$ cat src/rtl/adder_arbiter.sv
// Two-requester round-robin front end sharing one registered signed_adder.
// Optional per-requester sticky overflow flags enabled by ADDER_ARB_OVF_STICKY_EN.

// Carry-extended adder; overflow flags a carry out of the SIZE-bit operands.
module signed_adder #(
  parameter int SIZE = 8
) (
  input  logic [SIZE-1:0] a,
  input  logic [SIZE-1:0] b,
  output logic [SIZE:0]   sum,
  output logic            overflow
);
  assign sum      = {1'b0, a} + {1'b0, b};
  assign overflow = sum[SIZE];
endmodule

module adder_arbiter #(
  parameter int SIZE = 8
) (
  input  logic            clk,
  input  logic            rst,
  input  logic [1:0]      req_valid,
  output logic [1:0]      req_ready,
  input  logic [SIZE-1:0] req_a0,
  input  logic [SIZE-1:0] req_b0,
  input  logic [SIZE-1:0] req_a1,
  input  logic [SIZE-1:0] req_b1,
  output logic            res_valid,
  input  logic            res_ready,
  output logic            res_id,
  output logic [SIZE:0]   res_sum,
  output logic            res_overflow
`ifdef ADDER_ARB_OVF_STICKY_EN
  ,
  input  logic            ovf_clear,
  output logic [1:0]      ovf_sticky
`endif
);

  typedef enum logic [1:0] {
    IDLE = 2'd0,
    EXEC = 2'd1,
    HOLD = 2'd2
  } state_t;

  state_t          state;
  logic [SIZE-1:0] op_a;
  logic [SIZE-1:0] op_b;
  logic            op_id;
  logic            last_grant;
  logic            grant_id;
  logic [SIZE:0]   add_sum;
  logic            add_ovf;

  // Round-robin pick: on a tie the requester not granted last time wins.
  always_comb begin
    grant_id = 1'b0;
    case (req_valid)
      2'b10:   grant_id = 1'b1;
      2'b11:   grant_id = ~last_grant;
      default: grant_id = 1'b0;
    endcase
  end

  always_comb begin
    req_ready = 2'b00;
    if (!rst && state == IDLE && |req_valid)
      req_ready = grant_id ? 2'b10 : 2'b01;
  end

  signed_adder #(.SIZE(SIZE)) u_adder (
    .a        (op_a),
    .b        (op_b),
    .sum      (add_sum),
    .overflow (add_ovf)
  );

  always_ff @(posedge clk or posedge rst) begin
    if (rst) begin
      state        <= IDLE;
      op_a         <= '0;
      op_b         <= '0;
      op_id        <= 1'b0;
      last_grant   <= 1'b1;
      res_valid    <= 1'b0;
      res_sum      <= '0;
      res_overflow <= 1'b0;
      res_id       <= 1'b0;
    end else begin
      case (state)
        IDLE: begin
          if (|req_valid) begin
            op_a       <= grant_id ? req_a1 : req_a0;
            op_b       <= grant_id ? req_b1 : req_b0;
            op_id      <= grant_id;
            last_grant <= grant_id;
            state      <= EXEC;
          end
        end
        EXEC: begin
          res_sum      <= add_sum;
          res_overflow <= add_ovf;
          res_id       <= op_id;
          res_valid    <= 1'b1;
          state        <= HOLD;
        end
        HOLD: begin
          if (res_ready) begin
            res_valid <= 1'b0;
            state     <= IDLE;
          end
        end
        default: state <= IDLE;
      endcase
    end
  end

`ifdef ADDER_ARB_OVF_STICKY_EN
  logic [1:0] ovf_set;

  // A set in the same cycle as a clear takes priority.
  always_comb begin
    ovf_set = 2'b00;
    if (res_valid && res_ready && res_overflow)
      ovf_set = res_id ? 2'b10 : 2'b01;
  end

  always_ff @(posedge clk or posedge rst) begin
    if (rst)
      ovf_sticky <= 2'b00;
    else
      ovf_sticky <= ovf_set | (ovf_sticky & ~{2{ovf_clear}});
  end
`endif

endmodule

$ cat config.mk
export PLATFORM = sky130hd
export DESIGN_NAME = adder_arbiter
export DESIGN_NICKNAME = d
export VERILOG_FILES = /design/src/rtl/adder_arbiter.sv
export SDC_FILE = /design/constraint.sdc
export NUM_CORES = 1
export LEC_CHECK = 0
export ABC_CLOCK_PERIOD_IN_PS = 5500
export CORE_MARGIN = 4
export CORE_UTILIZATION = 50
export DETAILED_ROUTE_END_ITERATION = 7
export GPL_ROUTABILITY_DRIVEN = 0
export GPL_TIMING_DRIVEN = 1
export PLACE_DENSITY = 0.84
export SYNTH_ARGS = -nofsm -noshare
export SYNTH_HDL_FRONTEND = slang
export SYNTH_SLANG_ARGS = --single-unit
$ cat constraint.sdc
create_clock -name clk -period 5.5 [get_ports clk]
set_input_delay 0.825 -clock clk [delete_from_list [all_inputs] [get_ports clk]]
set_output_delay 0.825 -clock clk [all_outputs]
set_load 0.05 [all_outputs]
; ---- Word-level counts from Yosys, hierarchy flattened
; Cells that the tools add are included.
[word_totals]
ff_bits = 32
latch_bits = 0
mem_bits_rw = 0
rom_bits = 0
input_bits = 37
elab_cells = 36
memories = 0
[op_classes]
addsub = 1
mul = 0
div = 0
order_cmp = 0
eq_ne = 6
shifts = 0
n_mux = 10
bitwise = 1
reduce_logical = 9
[ops]
columns = operator, count
row1 = $mux 8, 2
row2 = $add 8x8->9, 1
row3 = $mux 2, 4
row4 = $eq 2x2->1 const B, 3
row5 = $pmux 2 s3, 1
row6 = $reduce_and 2->1, 3
row7 = $pmux 1 s2, 2
row8 = $eq 2x1->1 const B, 1
row9 = $logic_and 1x1->1, 2
row10 = $logic_not 2->1, 1
row11 = $ne 2x1->1 const B, 1
row12 = $ne 2x2->1 const B, 1
row13 = $reduce_bool 2->1, 1
row14 = $reduce_or 2->1, 1
row15 = $logic_not 1->1, 1
row16 = $mux 1, 1
row17 = $not 1->1, 1

; ---- Depth between registers and ports, before layout
; Gate-level depths: netlist of run 1.
[depth]
depth_word = 4
ltp_mapped = 6
depth_no_buf = 6

; ---- Hierarchy
; Synthesis of run 1 repeated with hierarchy kept, for this count alone.
[hier_totals]
cells_unflattened = 141
hier_area_um2 = 1798.0
[by_module_without_submodules]
columns = module, n_inst, cells_per_inst, area_per_inst_um2, seq_area_each_um2
row1 = adder_arbiter, 1, 98, 1466.4, 802.0
row2 = signed_adder, 1, 43, 331.6, 0.0

; ---- Worst setup path after synthesis of run 1
; No wires, ideal clock.
[synth_path]
kind = input to output
start = in req_valid[1]
end = out req_ready[0]
arrival_time_ps = 2314
required_ps = 4675
setup_slack_ps = 2361
stages = 4
n_path_buf = 2
cell_sequence = a21boi_1 -> buf_4 -> buf_6 -> nor3_1
[synth_between]
elab_chain_len = 4
word_cells_on_any_way = 7
classes_between = eq/ne: 2 / mux: 3 / reduce/logical: 2
[synth_rtl]
columns = element, line_no
row1 = from (decl), 22  ; input logic [1:0] req_valid,
row2 = $eq 2x2->1, 58  ; case (req_valid)
row3 = $pmux 1 s2, 58
row4 = $mux 2, 68  ; req_ready = grant_id ? 2'b10 : 2'b01;
row5 = $mux 2 *, 67  ; if (!rst && state == IDLE && |req_valid)
row6 = to (decl), 23  ; output logic [1:0] req_ready,
; Every way passes the cells marked *; elsewhere a longest branch is shown, timed or not.

; ---- Final worst setup path of run 1
[layout_path]
start = in req_valid[1]
end = out req_ready[1]
; The elaborated chain is that of the path after synthesis.

==> results of run 1 <==
[cell type report]
cell class	count	area [um2]	share of cell area
multi-input cells	116	845	0.369
flip-flops and latches	31	777	0.340
repair buffers	53	523	0.229
clock buffers	8	68.8	0.0301
well taps	44	55.1	0.0241
inverters	5	18.8	0.00821
[power by group through the flow]
stage | combinational [mW] | sequential [mW] | clock (mW)
global route | 0.917 | 0.443 | 0.161
floorplan | 0.499 | 0.551 | 0
CTS | 0.838 | 0.428 | 0.153
detailed placement | 0.832 | 0.431 | 0
finish | 0.834 | 0.427 | 0.150
global placement | 0.800 | 0.422 | 0
[critical path, delay by kind of cell]
| kind | cells | cell delay (ns) |
|---|---|---|
| AO/OA/AOI/OAI | 1 | 0.16 |
| buffers and inverters | 3 | 1.59 |
| AND/OR/NAND/NOR | 1 | 0.20 |
[path summary, 6_finish.rpt]
path                                         from                endpoint  slack (ns)  depth (start not counted)
max in group asynchronous                     rst  last_grant$_DFFE_PP1P_        4.21                          3
hold / removal             res_sum[2]$_DFFE_PP0P_  res_sum[2]$_DFFE_PP0P_        0.49                          2
setup / recovery                     req_valid[1]            req_ready[1]        1.89                          5
hold reg to reg            res_sum[2]$_DFFE_PP0P_  res_sum[2]$_DFFE_PP0P_        0.49                          2
min in group asynchronous                     rst       op_id$_DFFE_PP0P_        0.98                          3
setup reg to reg              op_b[0]$_DFFE_PP0P_  res_sum[6]$_DFFE_PP0P_        3.44                          6
[cells in the mapped netlist, types with 2 or more instances]
master,instances
dfrtp_1,30
nand2_1,20
mux2i_1,16
o21ai_0,11
o21ai_1,11
ha_1,8
inv_1,5
a21oi_1,4
buf_2,4
nor3_1,4
mux2_2,3
nor3b_1,3
o31ai_1,3
a211oi_1,2
a211oi_2,2
a21o_1,2
buf_4,2
buf_6,2
nor2_1,2
o21a_1,2
o21bai_1,2
[flip-flops by register name, summed over array words and instances (netlist names)]
register and flops:
op_a 8, op_id 1, state 2, res_valid 1, last_grant 1, op_b 8, res_id 1, res_sum 9
[cells by family after synthesis]
kind of cell	share of synthesized area
XOR/XNOR	0.0103
adder cells (fa/ha/maj)	0.0709
AO/OA/AOI/OAI	0.185
flip-flops	0.459
buffers and inverters	0.0450
multiplexers	0.114
AND/OR/NAND/NOR	0.115
[stage by stage]
stage | cell area (um2) | total power, mW | setup WS, ns | instances
6_report | 2290 | 1.41 | 1.89 | 257
3_5_place_dp | 2220 | 1.26 | 1.88 | 249
2_1_floorplan | 1690 | 1.05 | 2.36 | 160
3_3_place_gp | 2220 | 1.22 | 1.91 | 249
4_1_cts | 2290 | 1.42 | 1.88 | 257
5_1_grt | 2290 | 1.52 | 1.77 | 257
[layer usage]
| layer | vias to the layer above | track usage | part of all wire |
|---|---|---|---|
| li1 | 692 | - | - |
| met1 | 641 | 0.214 | 0.42 |
| met2 | 42 | 0.323 | 0.51 |
| met3 | 10 | 0.0493 | 0.043 |
| met4 | 0 | 0.102 | 0.029 |
| met5 | - | 0 | 0 |
==> flow_summary.ini, run 1 <==
[power]
p_switching_mw = 0.643
power_frac_clock = 0.106
power.leakage_nw = 1.01
cellPowerDensity_mw_per_mm2 = 617
p_comb_frac = 0.591
internal_power_mw = 0.768
p_seq_frac = 0.303
peakVddDrop_mv = 0.303
switching_share = 0.456

[cts]
htreeDepth = 2
cts_hold_buf = 0
clockBufferDepth = 2
cts_tree = built
clkSlewWorstSetupHoldPaths_ns = 0.09
post_cts_buffers = 0
cts.sinks = 31
clk_latency_ns = 0.33
cts_buffers = 5
cts_resized = 0
root_buffer = clkbuf_4

[setup_path]
path_common_cell = clkdlybuf4s50_1
worstSetupPathType = in2out
crit_required_ns = 4.68
critPathArrivalTime_ns = 2.78
crit_fanout = 19
crit_path_top_delay_cell = clkdlybuf4s50_1
crit_chain = clkdlybuf4s50_1 -> a21boi_2 -> buf_4 -> and3_1 -> clkdlybuf4s50_1
cp_slowest_stage_delay_ns = 0.79
end_kind = output port
critPathLaunchType = input port

[cells_and_area]
diodes = 0
post-route-util = 0.725
final_common_cell = clkdlybuf4s50_1
layout-drive-gt1-share = 0.0986
fillers = 266
design.final.nets = 258
area_delta_synth_final_pct = 35.0
final_cell_mix = 50 x clkdlybuf4s50_1, 30 x dfrtp_1, 20 x nand2_1, 16 x mux2i_1

[yosys]
synth-main-ff-cell = dfrtp_1
syn_inst = 160
yosysSeqAreaShare = 0.459
synth_top_cell_by_area = dfrtp_1
syn_avg_cell_area_um2 = 10.6
synth_area_leaders = dfrtp_1 44%, mux2i_1 9.5%, ha_1 5.9%
synthDistinctLibCells = 43
ys_ff_latch = 31
synth_nets = 206
async_reset_ff_frac = 1.00
yosysWarnings = 0
synth_edf_count = 0
syn_area_mm2 = 0.00169
synth_top_area_frac = 0.443

[timing]
finalSetupTns_ns = 0
period_share = 0.656
fin_crit_ns = 3.61
whs_ns = 0.490
maxSlewHeadroom = 0.663
worst_pin_slew_ns = 0.505
max_freq_mhz = 277
setup_violations = 0
finalHoldViolCount = 0
fin_worst_skew_ns = 0.00640
rsz0062_at_grt = false
drv_slew = 0

[die]
rows = 20
boundaryPins = 51
core-area_mm2 = 0.00315
fp.dieH_um = 66.2
start_util = 0.537
dieArea_mm2 = 0.00438
die_x_um = 66.2

[global_route]
grt_max_degree = 36
grt_pass1_vias = 1460
grt_usage = 0.190
grt_overflow = 0
antenna_found_initial = 0
grt_pass1_wl_mm = 6.33

[job]
cap_violations = 0

[detailed_routing]
vias = 1385
drtAntennaViolNets = 0
wl_per_cell_um = 14.0
drc_errors = 0
dr.first_iter.drc_count = 47
viasPerCell = 5.39
drt-total-wl_mm = 3.61
first_pass_iters = 4

[placed_design]
port_buffers = 50
dpl.hpwl_mm = 2.87

[run_status]
status = finished clean

[min_path]
hp-class = reg2reg
Note: power is estimated with default switching activity, not from simulation.
==> inputs of run 2 (changes only) <==
ABC_CLOCK_PERIOD_IN_PS = 3750   (was 5500)
CORE_UTILIZATION = 47   (was 50)
PLACE_DENSITY = 0.8   (was 0.84)
clock period = 3.75 ns   (was 5.5 ns; I/O delays follow)
==> run 2 against run 1 <==
Compared with the run above:
- total power grew 51%
- utilization shrank 5.0 points
- largest cell class unchanged
- design area up 0.88%
- largest power group unchanged
- clock skew rose by 0.0013 ns
- first-iteration DRC count is 45% higher
==> flow_summary.ini, run 2 (synthesized netlist as in run 1, its figures left out) <==
[setup_path]
timing.rr.end = res_sum[6]$_DFFE_PP0P_
worstSetupPathType = in2out
regToRegStartpoint = op_a[0]$_DFFE_PP0P_
critPathLaunchType = input port
r2r_setup_slack_ns = 1.69
critPathArrivalTime_ns = 2.53
crit_fanout = 13
rr_worst_depth = 6
end_kind = output port
crit_required_ns = 3.19

[die]
core-area_mm2 = 0.00342
boundaryPins = 51
die_x_um = 68.0
dieArea_mm2 = 0.00463
rows = 21
start_util = 0.496
fp.dieH_um = 68.0

[detailed_routing]
drtAntennaViolNets = 0
drt-total-wl_mm = 3.63
vias = 1363
dr.first_iter.drc_count = 68
wl_per_cell_um = 14.0
viasPerCell = 5.26
drc_errors = 0
first_pass_iters = 4

[power]
peakVddDrop_mv = 0.371
power.leakage_nw = 1.02
cellPowerDensity_mw_per_mm2 = 920

[cells_and_area]
layout-drive-gt1-share = 0.103
largest_reg_flops = 9
final_common_cell = clkdlybuf4s50_1
final_cell_mix = 50 x clkdlybuf4s50_1, 30 x dfrtp_1, 20 x nand2_1, 16 x mux2i_1
top_regs = res_sum (9), op_a (8), op_b (8)
area_delta_synth_final_pct = 36.2
design_area_mm2 = 0.00231
top_register = res_sum
design.final.nets = 258
fillers = 271
diodes = 0

[cts]
cts.sinks = 31
root_buffer = clkbuf_4
post_cts_buffers = 0
cts_tree = built
clkSlewWorstSetupHoldPaths_ns = 0.09
clockBufferDepth = 2
clk_latency_ns = 0.34
cts_hold_buf = 0
cts_resized = 0
cts_buffers = 5
htreeDepth = 2

[timing]
rsz0062_at_grt = false
period_share = 0.824
setup_slack_ns = 0.659
setup_violations = 0
maxSlewHeadroom = 0.657
drv_slew = 0
fin_worst_skew_ns = 0.00773
worst_pin_slew_ns = 0.513
fin_crit_ns = 3.09
max_freq_mhz = 324
finalHoldViolCount = 0
finalSetupTns_ns = 0

[global_route]
antenna_found_initial = 0
grt_overflow = 0
grt_max_degree = 32
grt_pass1_vias = 1379
grt_pass1_wl_mm = 6.33
grt_usage = 0.186

[run_status]
status = finished clean

[min_path]
hold_end = res_sum[3]$_DFFE_PP0P_
hp-class = reg2reg
min-delay-start = res_sum[3]$_DFFE_PP0P_
hold_depth = 2

[placed_design]
dpl.hpwl_mm = 2.93
port_buffers = 50
place_ws_ns = 0.693
dpl_cell_area_mm2 = 0.00222

[job]
cap_violations = 0
[run 2: worst max path at each step]
stage | startpoint | to | slack, ns
global placement | req_valid[0] | req_ready[1] | 0.82
floorplan | req_valid[1] | req_ready[0] | 1.14
detailed placement | req_valid[0] | req_ready[1] | 0.69
CTS | req_valid[0] | req_ready[1] | 0.67
global route | req_valid[0] | req_ready[1] | 0.55
finish | req_valid[0] | req_ready[1] | 0.66
[run 2: critical path, cell delays in order]
cell	delay (ns)
clkdlybuf4s50_1	0.49
o21ai_2	0.43
inv_1	0.14
and3_1	0.21
clkdlybuf4s50_1	0.70
[run 2: final cells by class]
| class | instances | area (um2) | share of cell area |
|---|---|---|---|
| Clock inverter | 2 | 35.0 | 0.0152 |
| Sequential cell | 31 | 777 | 0.337 |
| Tap cell | 46 | 57.6 | 0.0249 |
| Clock buffer | 6 | 51.3 | 0.0222 |
| Inverter | 5 | 18.8 | 0.00813 |
| Timing Repair Buffer | 53 | 523 | 0.227 |
| Multi-Input combinational cell | 116 | 845 | 0.366 |
[run 2: layer usage]
layer  vias to the layer above  GRT usage  wire length [um]
met3                         7     0.0525               204
met1                       624      0.224              1630
li1                        689          -                 -
met4                         0     0.0744                65
met5                         -          0                 0
met2                        43      0.310              1730
[run 2: stage by stage]
stage / total power [mW] / hold slack, ns / instances / util
after CTS: 2.13 / 0.491 / 259 / 0.675
after global placement: 1.79 / 0.461 / 251 / 0.650
after floorplan: 1.54 / 0.454 / 160 / -
final: 2.12 / 0.487 / 259 / 0.675
after global routing: 2.30 / 0.503 / 259 / 0.675
after detailed placement: 1.85 / 0.470 / 251 / 0.650
[run 2: power by group]
part | leakage (nW) | internal, mW | switching, mW
clock network | 0.0482 | 0.157 | 0.118
logic | 0.590 | 0.507 | 0.712
registers | 0.378 | 0.509 | 0.120
total | 1.02 | 1.17 | 0.950
